$ cat config.mk
export PLATFORM = sky130hd
export DESIGN_NAME = ahblite_arbiter
export DESIGN_NICKNAME = d
export VERILOG_FILES = /design/src/rtl/ahb_pkg.sv /design/src/rtl/arb_hold_counter.sv /design/src/rtl/ahblite_arbiter.sv
export SDC_FILE = /design/constraint.sdc
export NUM_CORES = 1
export LEC_CHECK = 0
export ABC_CLOCK_PERIOD_IN_PS = 1500
export CAP_MARGIN = 20
export CORE_UTILIZATION = 42
export DETAILED_ROUTE_END_ITERATION = 10
export PLACE_DENSITY = 0.69
export SYNTH_ARGS = -nofsm -noshare
export SYNTH_HDL_FRONTEND = slang
export SYNTH_SLANG_ARGS = --single-unit
$ cat constraint.sdc
create_clock -name HCLK -period 1.5 [get_ports HCLK]
set_clock_uncertainty 0.05 [all_clocks]
set_input_delay 0.15 -clock HCLK [delete_from_list [all_inputs] [get_ports HCLK]]
set_output_delay 0.15 -clock HCLK [all_outputs]
set_load 0.02 [all_outputs]
$ cat src/rtl/ahb_pkg.sv
// ahb_pkg: shared AHB-Lite encodings for the arbiter slice.
//   htrans_t    - HTRANS transfer types (IDLE/BUSY/NONSEQ/SEQ)
//   arb_state_t - arbiter ownership states (no owner, master 0, master 1)
package ahb_pkg;

    typedef enum logic [1:0] {
        HTRANS_IDLE   = 2'b00,
        HTRANS_BUSY   = 2'b01,
        HTRANS_NONSEQ = 2'b10,
        HTRANS_SEQ    = 2'b11
    } htrans_t;

    typedef enum logic [1:0] {
        ARB_IDLE = 2'b00,
        ARB_OWN0 = 2'b01,
        ARB_OWN1 = 2'b10
    } arb_state_t;

endpackage

$ cat src/rtl/arb_hold_counter.sv
// arb_hold_counter: saturating 8-bit counter with clear, enable and limit.
//   HCLK   - clock, rising edge
//   HRESET - synchronous active-high reset (count -> 0)
//   clr    - synchronous clear, wins over enable
//   en     - count up by one, stops once count reaches limit
//   limit  - saturation value
//   count  - current count
module arb_hold_counter (
    input  logic       HCLK,
    input  logic       HRESET,
    input  logic       clr,
    input  logic       en,
    input  logic [7:0] limit,
    output logic [7:0] count
);

    always_ff @(posedge HCLK) begin
        if (HRESET || clr)
            count <= '0;
        else if (en && count < limit)
            count <= count + 8'd1;
    end

endmodule

$ cat src/rtl/ahblite_arbiter.sv
// ahblite_arbiter: two-master AHB-Lite bus arbiter (M0 = CPU, M1 = DMA).
//   HCLK      - clock, all state on rising edge
//   HRESET    - synchronous active-high reset
//   HREADY    - bus ready; state only advances when high
//   HTRANS    - transfer type of the current address phase
//   REQ[1:0]  - level-sensitive bus requests
//   LOCK[1:0] - per-master lock request, honoured for the owner only
//   GRANT     - one-hot-or-zero address-phase grant
//   ADDR_SEL  - address-phase master select (0 when no owner)
//   DATA_SEL  - data-phase master select, ADDR_SEL one accepted phase later
//   HMASTLOCK - lock bit of the current owner
// Build option: define ARB_ROUND_ROBIN_EN to resolve simultaneous requests
// in favour of the master that did not own the bus most recently; otherwise
// M0 has fixed priority over M1.
import ahb_pkg::*;

module ahblite_arbiter #(
    parameter int MAX_HOLD = 16
) (
    input  logic       HCLK,
    input  logic       HRESET,
    input  logic       HREADY,
    input  logic [1:0] HTRANS,
    input  logic [1:0] REQ,
    input  logic [1:0] LOCK,
    output logic [1:0] GRANT,
    output logic       ADDR_SEL,
    output logic       DATA_SEL,
    output logic       HMASTLOCK
);

    localparam logic [7:0] HOLD_LIMIT = 8'(MAX_HOLD);
    localparam logic [7:0] HOLD_LAST  = 8'(MAX_HOLD - 1);

    arb_state_t state, state_nxt;
    logic [7:0] hold_cnt;
    logic       rearb, hold_expired, pick1, cnt_clr, cnt_en;

`ifdef ARB_ROUND_ROBIN_EN
    logic last_q, last_eff;
    // The live owner is the most recent owner; in IDLE fall back to the register.
    assign last_eff = (state == ARB_OWN0) ? 1'b0 : (state == ARB_OWN1) ? 1'b1 : last_q;
    always_ff @(posedge HCLK) begin
        last_q <= HRESET ? 1'b1 : last_eff;
    end
`endif

    always_comb begin
        GRANT     = {state == ARB_OWN1, state == ARB_OWN0};
        ADDR_SEL  = (state == ARB_OWN1);
        HMASTLOCK = (state == ARB_OWN0) ? LOCK[0] : (state == ARB_OWN1) ? LOCK[1] : 1'b0;
        rearb     = HREADY && (HTRANS == HTRANS_IDLE || HTRANS == HTRANS_NONSEQ) && !HMASTLOCK;
        // The count covers completed cycles, so this cycle is the MAX_HOLD-th one.
        hold_expired = (hold_cnt >= HOLD_LAST);
`ifdef ARB_ROUND_ROBIN_EN
        pick1 = !last_eff;
`else
        pick1 = 1'b0;
`endif
        // An owner past its hold budget yields to a contending master.
        if (state == ARB_OWN0 && hold_expired)
            pick1 = 1'b1;
        else if (state == ARB_OWN1 && hold_expired)
            pick1 = 1'b0;
        state_nxt = state;
        if (rearb)
            state_nxt = (REQ == 2'b00) ? ARB_IDLE :
                        (REQ == 2'b01) ? ARB_OWN0 :
                        (REQ == 2'b10) ? ARB_OWN1 :
                        pick1 ? ARB_OWN1 : ARB_OWN0;
        cnt_clr = (state_nxt != state) || (state_nxt == ARB_IDLE);
        cnt_en  = HREADY && (state != ARB_IDLE);
    end

    always_ff @(posedge HCLK) begin
        if (HRESET) begin
            state    <= ARB_IDLE;
            DATA_SEL <= 1'b0;
        end else begin
            state <= state_nxt;
            if (HREADY)
                DATA_SEL <= ADDR_SEL;
        end
    end

    arb_hold_counter u_hold (
        .HCLK   (HCLK),
        .HRESET (HRESET),
        .clr    (cnt_clr),
        .en     (cnt_en),
        .limit  (HOLD_LIMIT),
        .count  (hold_cnt)
    );

endmodule

==> impl_metrics.tcl <==
set metrics [dict create \
    wl_um 1450 \
    synth_edf_count 0 \
    clk_path_buf_depth 2 \
    nets 104 \
    cts_setup_buffers 0 \
    start_util 0.465 \
    vias 580 \
    cts_num_sinks 11 \
    dieHeight_um 40.7 \
    rsz0062_at_grt "yes" \
    root_buffer "clkbuf_4" \
    setup_tns_ns -0.806 \
    cts_tree "yes" \
    clkSlewWorstSetupHoldPaths_ns 0.06 \
    power.share.clock 0.313 \
    tightestPinTransition_ns 0.369 \
    drtPass1Iterations 4 \
    avgSynthCellArea_um2 9.97 \
    crit_type "flip-flop to flip-flop" \
    synth-seq-area-share 0.351 \
    cap_violations 0 \
    ys_ff_latch 11 \
    start_kind "flip-flop" \
    synthFlopType "dfxtp_1" \
    dp_cells 105 \
    portBuffers 12 \
    crit_start "u_hold.count[6]" \
    r2r.worst_path.cells 5 \
    final_cell_mix "buf_4, dfxtp_1, clkdlybuf4s50_1, nor3_2, inv_1" \
    end_kind "flip-flop" \
    drive_gt1_frac 0.473 \
    yosys_warnings 0 \
    core_um2 1350 \
    cp_data_required_time_ns 1.65 \
    finalCriticalPeriod_ns 1.62 \
    power.total_mw 0.636 \
    hold_violations 0 \
    pwr-share-comb 0.219 \
    fmax_ghz 0.616 \
    outcome "finished with violations" \
    die_width_um 40.7 \
    ioPinCount 14 \
    p_int_mw 0.474 \
    grt_pass1_wl_um 2200 \
    pwr-share-seq 0.467 \
    fin_cells 108 \
    grt_overflow 0 \
    syn-num-nets 73 \
    ir_worst_vdd_mv 0.444 \
    failed_checks "setup timing" \
    mostFrequentLayoutCell "buf_4" \
    async_flop_share 0 \
    netlist_area_um2 628 \
    drt_iter0_markers 9 \
    ys_types 32 \
    rows 13 \
    slew_violations 0 \
    setup-violations-final 9 \
    grt_max_degree 9 \
    worst_ep_arrival_time_ns 1.77 \
    slew_headroom 0.748 \
    total_switching_power_mw 0.162 \
    track_usage 0.210 \
    netlist_instances 63 \
    dpl.hpwl_um 1150 \
    worst_slack_ns -0.124 \
    timing.rr.start "u_hold.count[6]" \
    p_per_area_nw_per_um2 672 \
    antenna_cells 0 \
    drc 0 \
    min_path_type "flip-flop to flip-flop" \
    critPathMaxFanout 6 \
    dp_slack_ns -0.238 \
    p_leak_nw 0.348 \
    swShare 0.255 \
    dieArea_um2 1650 \
    clk_latency_ns 0.27 \
    post_drt_wl_per_cell_um 13.4 \
    antenna_found_initial 0 \
    crit_end "u_hold.count[7]" \
    detail-route-antenna-nets 0 \
    gp_congestion 0.797 \
    area_growth_pct 50.6 \
    cts_buffers 3 \
    ff2ff_setup_slack_ns -0.12 \
    htree_levels 1 \
    cts-hold-fix-buffers 0 \
    routed_via_density 5.37 \
    timing.rr.end "u_hold.count[7]" \
    timing.final.crit_share 1.08 \
    first_global_vias 532 \
]
power groups by stage:
stage	Sequential [mW]	Combinational, mW	Clock [mW]
floorplan	0.303	0.0598	0
global placement	0.304	0.139	0
detailed placement	0.304	0.141	0
CTS	0.297	0.141	0.207
global route	0.298	0.149	0.214
finish	0.297	0.140	0.199
synth_stat cells, types with 2 or more instances:
cell type | instances | share of area
dfxtp_1 | 11 | 0.35
nor3_2 | 6 | 0.096
inv_1 | 4 | 0.024
a21oi_1 | 3 | 0.024
nor2_1 | 3 | 0.018
nor3b_2 | 3 | 0.060
o21ai_0 | 3 | 0.024
xnor2_1 | 3 | 0.042
mux2i_1 | 2 | 0.032
nand3_1 | 2 | 0.016
o211ai_1 | 2 | 0.024
critical path, stage by stage, from the launching register on:
cell	delay (ns)
dfxtp_1	0.31
or4_4	0.61
o211ai_4	0.21
a2bb2oi_4	0.09
buf_12	0.14
nor3b_2	0.14
layer usage:
metal  global-route usage  wire, um  up-vias
li1                     -         -      296
met1                0.229       622      271
met2                0.389       754       11
met3               0.0326        47        2
met4                0.100        22        0
met5                    0         0        -
worst min path at each step:
| stage | cells past startpoint | to | slack, ns | startpoint |
|---|---|---|---|---|
| final | 2 | DATA_SEL | 0.45 | DATA_SEL |
| after global routing | 1 | u_hold.count[6] | 0.46 | u_hold.count[6] |
| after CTS | 1 | u_hold.count[6] | 0.45 | u_hold.count[6] |
| after detailed placement | 1 | u_hold.count[6] | 0.43 | u_hold.count[6] |
| after global placement | 1 | u_hold.count[7] | 0.41 | u_hold.count[7] |
| after floorplan | 1 | state[0] | 0.17 | HRESET |
cell families (layout without fill, tap and decap cells):
logic type | after synthesis | in the layout | synth area share
muxes | 2 | 2 | 0.0319
buffers and inverters | 7 | 37 | 0.0518
AOI/OAI and AO/OA | 16 | 16 | 0.219
DFF | 11 | 11 | 0.351
and+or+nand+nor | 23 | 23 | 0.285
adders and majority gates | 1 | 1 | 0.0199
xor gates and xnor gates | 3 | 3 | 0.0418
registers in the layout (all words and copies together) (netlist names):
register      count
u_hold.count      8
DATA_SEL          1
state             2
repair_timing:
item	4_1_cts	5_1_grt
gates resized for setup	15	2
pin swaps	7	5
endpoints found under the setup margin	14	12
layout make-up:
type | count | area [um2]
Multi-Input combinational cell | 45 | 410
Tap cell | 15 | 18.8
Sequential cell | 11 | 224
Fill cell | 115 | 404
Inverter | 4 | 15.0
Timing Repair Buffer | 29 | 251
Clock buffer | 4 | 26.3
per-stage QoR:
stage,hold slack (ns),area [um2],util
2_1_floorplan,0.169,668,-
3_3_place_gp,0.414,928,0.688
3_5_place_dp,0.432,928,0.688
4_1_cts,0.446,968,0.717
5_1_grt,0.457,946,0.701
6_report,0.445,946,0.701
Note: power is estimated with default switching activity, not from simulation.
